===== src/rtl/alu_exec_unit.sv =====
// Handshaked 32-bit execute unit: one op per in/out transfer pair, iterative 1-bit/cycle shifts.
// Define ALU_EXEC_BARREL_EN to compute SLL/SRL combinationally at acceptance (no SHIFT state).
module alu_exec_unit (
    input  logic        clk,
    input  logic        rst,
    input  logic        in_valid,
    output logic        in_ready,
    input  logic [3:0]  alu_ctrl,
    input  logic [31:0] src_a,
    input  logic [31:0] src_b,
    input  logic [4:0]  shamt,
    output logic        out_valid,
    input  logic        out_ready,
    output logic [31:0] result,
    output logic        zero,
    output logic        overflow,
    output logic        illegal
);
    // state | meaning
    // IDLE  | waiting for an operation, in_ready high
    // SHIFT | iterative shift in progress (iterative build only)
    // DONE  | result and flags presented, waiting for out_ready
    localparam logic [3:0] OP_AND  = 4'b0000;
    localparam logic [3:0] OP_OR   = 4'b0001;
    localparam logic [3:0] OP_ADD  = 4'b0010;
    localparam logic [3:0] OP_SLL  = 4'b0011;
    localparam logic [3:0] OP_ADDI = 4'b0100;
    localparam logic [3:0] OP_SUB  = 4'b0110;
    localparam logic [3:0] OP_SLT  = 4'b0111;
    localparam logic [3:0] OP_SRL  = 4'b1000;
    localparam logic [3:0] OP_NOR  = 4'b1100;

`ifdef ALU_EXEC_BARREL_EN
    typedef enum logic [1:0] {S_IDLE = 2'd0, S_DONE = 2'd1} state_t;
`else
    typedef enum logic [1:0] {S_IDLE = 2'd0, S_DONE = 2'd1, S_SHIFT = 2'd2} state_t;
`endif

    state_t      state_q, state_d;
    logic [31:0] result_q, result_d;
    logic        zero_q, zero_d;
    logic        ovf_q, ovf_d;
    logic        ill_q, ill_d;
`ifndef ALU_EXEC_BARREL_EN
    logic [4:0]  cnt_q, cnt_d;
    logic        left_q, left_d;
    logic [31:0] shifted;
`endif

    logic [31:0] sum, diff, op_res;
    logic        op_ovf, op_ill;

    always_comb begin
        sum    = src_a + src_b;
        diff   = src_a - src_b;
        op_res = 32'd0;
        op_ovf = 1'b0;
        op_ill = 1'b0;
        case (alu_ctrl)
            OP_AND:  op_res = src_a & src_b;
            OP_OR:   op_res = src_a | src_b;
            OP_NOR:  op_res = ~(src_a | src_b);
            OP_ADD, OP_ADDI: begin
                op_res = sum;
                op_ovf = (src_a[31] == src_b[31]) && (sum[31] != src_a[31]);
            end
            OP_SUB: begin
                op_res = diff;
                op_ovf = (src_a[31] != src_b[31]) && (diff[31] != src_a[31]);
            end
            // Direct signed compare stays correct when a-b overflows
            OP_SLT:  op_res = {31'd0, $signed(src_a) < $signed(src_b)};
`ifdef ALU_EXEC_BARREL_EN
            OP_SLL:  op_res = src_b << shamt;
            OP_SRL:  op_res = src_b >> shamt;
`else
            OP_SLL, OP_SRL: op_res = src_b;
`endif
            default: op_ill = 1'b1;
        endcase
    end

    always_comb begin
        state_d  = state_q;
        result_d = result_q;
        zero_d   = zero_q;
        ovf_d    = ovf_q;
        ill_d    = ill_q;
`ifndef ALU_EXEC_BARREL_EN
        cnt_d    = cnt_q;
        left_d   = left_q;
        shifted  = left_q ? (result_q << 1) : (result_q >> 1);
`endif
        case (state_q)
            S_IDLE: begin
                if (in_valid) begin
                    result_d = op_res;
                    zero_d   = (op_res == 32'd0);
                    ovf_d    = op_ovf;
                    ill_d    = op_ill;
                    state_d  = S_DONE;
`ifndef ALU_EXEC_BARREL_EN
                    if ((alu_ctrl == OP_SLL || alu_ctrl == OP_SRL) && shamt != 5'd0) begin
                        state_d = S_SHIFT;
                        cnt_d   = shamt;
                        left_d  = (alu_ctrl == OP_SLL);
                    end
`endif
                end
            end
`ifndef ALU_EXEC_BARREL_EN
            S_SHIFT: begin
                result_d = shifted;
                cnt_d    = cnt_q - 5'd1;
                if (cnt_q == 5'd1) begin
                    zero_d  = (shifted == 32'd0);
                    state_d = S_DONE;
                end
            end
`endif
            S_DONE: begin
                if (out_ready) state_d = S_IDLE;
            end
            default: state_d = S_IDLE;
        endcase
    end

    always_ff @(posedge clk) begin
        if (rst) begin
            state_q  <= S_IDLE;
            result_q <= 32'd0;
            zero_q   <= 1'b0;
            ovf_q    <= 1'b0;
            ill_q    <= 1'b0;
`ifndef ALU_EXEC_BARREL_EN
            cnt_q    <= 5'd0;
            left_q   <= 1'b0;
`endif
        end else begin
            state_q  <= state_d;
            result_q <= result_d;
            zero_q   <= zero_d;
            ovf_q    <= ovf_d;
            ill_q    <= ill_d;
`ifndef ALU_EXEC_BARREL_EN
            cnt_q    <= cnt_d;
            left_q   <= left_d;
`endif
        end
    end

    assign in_ready  = (state_q == S_IDLE);
    assign out_valid = (state_q == S_DONE);
    assign result    = result_q;
    assign zero      = zero_q;
    assign overflow  = ovf_q;
    assign illegal   = ill_q;
endmodule


===== config.mk =====
export PLATFORM = sky130hd
export DESIGN_NAME = alu_exec_unit
export DESIGN_NICKNAME = d
export VERILOG_FILES = /design/src/rtl/alu_exec_unit.sv
export SDC_FILE = /design/constraint.sdc
export NUM_CORES = 1
export LEC_CHECK = 0
export BUFFER_PORTS_ARGS = -buffer_cell sky130_fd_sc_hd__buf_2
export CAP_MARGIN = 20
export CORE_MARGIN = 1
export CORE_UTILIZATION = 45
export DETAILED_ROUTE_END_ITERATION = 8
export GPL_TIMING_DRIVEN = 0
export SYNTH_ARGS = -nofsm -noshare
export SYNTH_HDL_FRONTEND = slang
export SYNTH_SLANG_ARGS = --single-unit

===== constraint.sdc =====
create_clock -name clk -period 11.7 [get_ports clk]
set_input_delay 2.34 -clock clk [delete_from_list [all_inputs] [get_ports clk]]
set_output_delay 2.34 -clock clk [all_outputs]
set_load 0.02 [all_outputs]

==> results.py <==
metrics = {
    "status": {
        "status": "complete, but fails checks",
        "violations": "design-rule violations",
    },
    "timing": {
        "max_freq_mhz": 149,
        "finalMaxSlewViolations": 0,
        "final.min_clock_period_ns": 6.73,
        "relSlewSlack_pct": 22.2,
        "clock-skew-final_ns": 0.00406,
        "finalHoldViolCount": 0,
        "setup_violations": 0,
        "tns_ns": 0,
        "period_share_pct": 57.5,
        "tightest_slew_ns": 1.16,
        "rsz0062_at_grt": "false",
    },
    "route": {
        "num_vias": 10288,
        "final_antenna_net_count": 0,
        "drt_iter0_drc": 1078,
        "wire_per_inst_um": 22.2,
        "first_pass_iters": 9,
        "drc": 2,
        "routed_wl_um": 35200,
        "avgViaCountPerCell": 6.49,
    },
    "cells_and_area": {
        "final_cell_count_no_fill": 1585,
        "n_antenna_cell": 0,
        "final_nets": 1506,
        "final_util_pct": 51.9,
        "syn2layout_area_growth_pct": 12.1,
        "final_cell_mix": "nor2_1 (123), buf_2 (118), inv_1 (103), ha_1 (103), a21oi_1 (92)",
        "drive_gt1_share_pct": 17.2,
        "layout_commonest_cell": "nor2_1",
    },
    "worst_setup_path": {
        "cp_slowest_stage_delay_ns": 0.83,
        "crit_type": "primary input to flip-flop",
        "path_cells": "buf_2 -> inv_1 -> ha_1 -> inv_1 -> fa_1 -> nor2b_1 -> o311ai_2 -> nand2_1 -> a2111oi_0 -> nor2_1 -> a2111oi_0 -> a21oi_1 -> a2111oi_4 -> o211ai_1 -> or4_1 -> o32ai_2",
        "setup.worst_path.end_class": "flip-flop",
        "required_ns": 11.90,
        "critPathArrivalTime_ns": 6.92,
        "worst_setup_path_start_kind": "primary input",
        "cp_slowest_cell": "a2111oi_0",
        "crit_path_max_fanout": 5,
    },
    "power_and_ir_drop": {
        "leakagePower_nw": 4.26,
        "powerDensity_nw_per_um2": 74.4,
        "ir_worst_vdd_v": 0.0000558,
    },
    "yosys": {
        "synth_edf_count": 0,
        "synth_area_sq_um": 8750,
        "ys_async_sr_fraction_pct": 0,
        "synthCells": 1204,
        "syn-num-nets": 1386,
        "synth_area_per_cell_sq_um": 7.27,
        "synth_warnings": 0,
        "synth.distinct_cells": 96,
        "ys_seq_area_share_pct": 9.84,
        "ys.flop_type": "dfxtp_1",
        "ys_ff_latch": 43,
    },
    "clock_tree": {
        "cts_resized": 0,
        "htree_levels": 2,
        "cts_sinks": 43,
        "clk_latency_ns": 0.29,
        "clk_pin_slew_ns": 0.06,
        "ctsHoldBuffers": 0,
        "cts_setup_buffers": 0,
        "tritoncts": "built",
        "cts-root-buf": "clkbuf_16",
        "cts_made_buffers": 5,
        "cts_buffer_depth": 2,
    },
    "floorplanning": {
        "std_cell_rows": 50,
        "start_util_pct": 46.3,
        "dieHeight_um": 141,
        "core_area_sq_um": 18900,
        "pin_count": 114,
        "dieArea_sq_um": 20000,
        "die_x_um": 141,
    },
    "global_routing": {
        "track_usage_pct": 34.8,
        "grt_pass1_wl_um": 53800,
        "grt_pass1_vias": 9414,
        "grt_max_degree": 13,
        "antenna_found_initial": 0,
        "grt_overflow": 0,
    },
    "hold_path": {
        "hp-class": "flip-flop to flip-flop",
    },
    "placement": {
        "numPortBuffers": 110,
        "place_hpwl_um": 27800,
        "place.gp.congestion": 1.01,
        "placedCellCount": 1575,
    },
    "run": {
        "max-cap-violations": 0,
    },
}
## state kept, by name, summed over array words and instances, names as in the netlist
| name | cells |
|---|---|
| zero | 1 |
| overflow | 1 |
| state_q | 2 |
| illegal | 1 |
| result | 32 |
| left_q | 1 |
| cnt_q | 5 |
## final timing paths
kind | slack [ns] | cells after the start | end | startpoint
setup / recovery | 4.97 | 16 | zero$_SDFFE_PP0P_ | src_a[0]
hold / removal | 0.48 | 2 | cnt_q[4]$_SDFFE_PP0P_ | cnt_q[4]$_SDFFE_PP0P_
setup reg to reg | 7.49 | 12 | zero$_SDFFE_PP0P_ | state_q[1]$_SDFFE_PP0P_
hold reg to reg | 0.48 | 2 | cnt_q[4]$_SDFFE_PP0P_ | cnt_q[4]$_SDFFE_PP0P_
## critical path, delay by kind of cell
family / cells / cell delay [ns]
buffers and inverters: 3 / 0.27
AOI/OAI and AO/OA: 7 / 2.57
adders and majority gates: 2 / 0.58
and+or+nand+nor: 4 / 1.15
## metal layers
metal  track usage (%)  vias to the layer above  routed length, um
met5                 0                        -                  0
met4              12.5                        0               1280
met3              5.30                       83               3320
met2              55.0                      577              15400
met1              47.8                     4843              15300
li1                  -                     4785                  -
## cell usage after synthesis (all sizes together) (9+ instances only)
| cell | number | area share, % |
|---|---|---|
| o21ai | 71 | 4.1 |
| o2111ai | 10 | 1.0 |
| a21o | 17 | 1.5 |
| o21bai | 17 | 1.5 |
| a21oi | 92 | 5.3 |
| nor2 | 123 | 5.3 |
| a211oi | 14 | 1.2 |
| clkbuf | 60 | 3.7 |
| nand4 | 15 | 1.1 |
| o221ai | 15 | 1.5 |
| inv | 103 | 4.4 |
| nor4 | 16 | 1.2 |
| nand3 | 15 | 0.86 |
| ha | 103 | 15 |
| a22oi | 24 | 2.1 |
| or2 | 10 | 0.72 |
| a221oi | 13 | 1.3 |
| buf | 23 | 1.9 |
| nand2 | 88 | 3.8 |
| a2111oi | 13 | 1.7 |
| a211o | 10 | 1.0 |
| o31ai | 10 | 0.92 |
| nor2b | 14 | 1.0 |
| a221o | 10 | 1.2 |
| nor3 | 31 | 1.8 |
| nand2b | 9 | 0.64 |
| o21a | 11 | 0.94 |
| dfxtp | 43 | 9.8 |
| o211ai | 11 | 0.94 |
| a222oi | 26 | 3.0 |
| mux2i | 12 | 1.4 |
| mux2 | 42 | 5.4 |
| a31oi | 12 | 0.86 |
## cells by family after synthesis
family / synth area share, %
AO/OA/AOI/OAI: 36.7
buffers and inverters: 10.1
flip-flops: 9.84
XOR/XNOR: 0.901
AND/OR/NAND/NOR: 20.5
adder cells (fa/ha/maj): 15.2
multiplexers: 6.78
## power by group
group	internal, W	switching [W]
Sequential	0.000154	0.00000991
Combinational	0.000151	0.000268
Clock	0.0000909	0.0000564
Total	0.000396	0.000334
## per-stage QoR
step	area [sq um]	power (W)	worst slack (ns)	hold slack, ns
6_report	9810	0.000730	4.97	0.481
4_1_cts	9800	0.000719	5.21	0.481
3_5_place_dp	9640	0.000572	4.93	0.472
3_3_place_gp	9620	0.000571	4.93	0.480
2_1_floorplan	8750	0.000442	5.86	0.448
5_1_grt	9810	0.000773	4.78	0.520
## final cells by class
type	instances	area [sq um]
plain buffers	84	498
well taps	260	325
clock buffers	8	156
repair buffers	113	572
fillers	1990	9080
multi-input cells	974	7010
flip-flops and latches	43	861
inverters	103	387
Power figures use the tool's default switching activity.
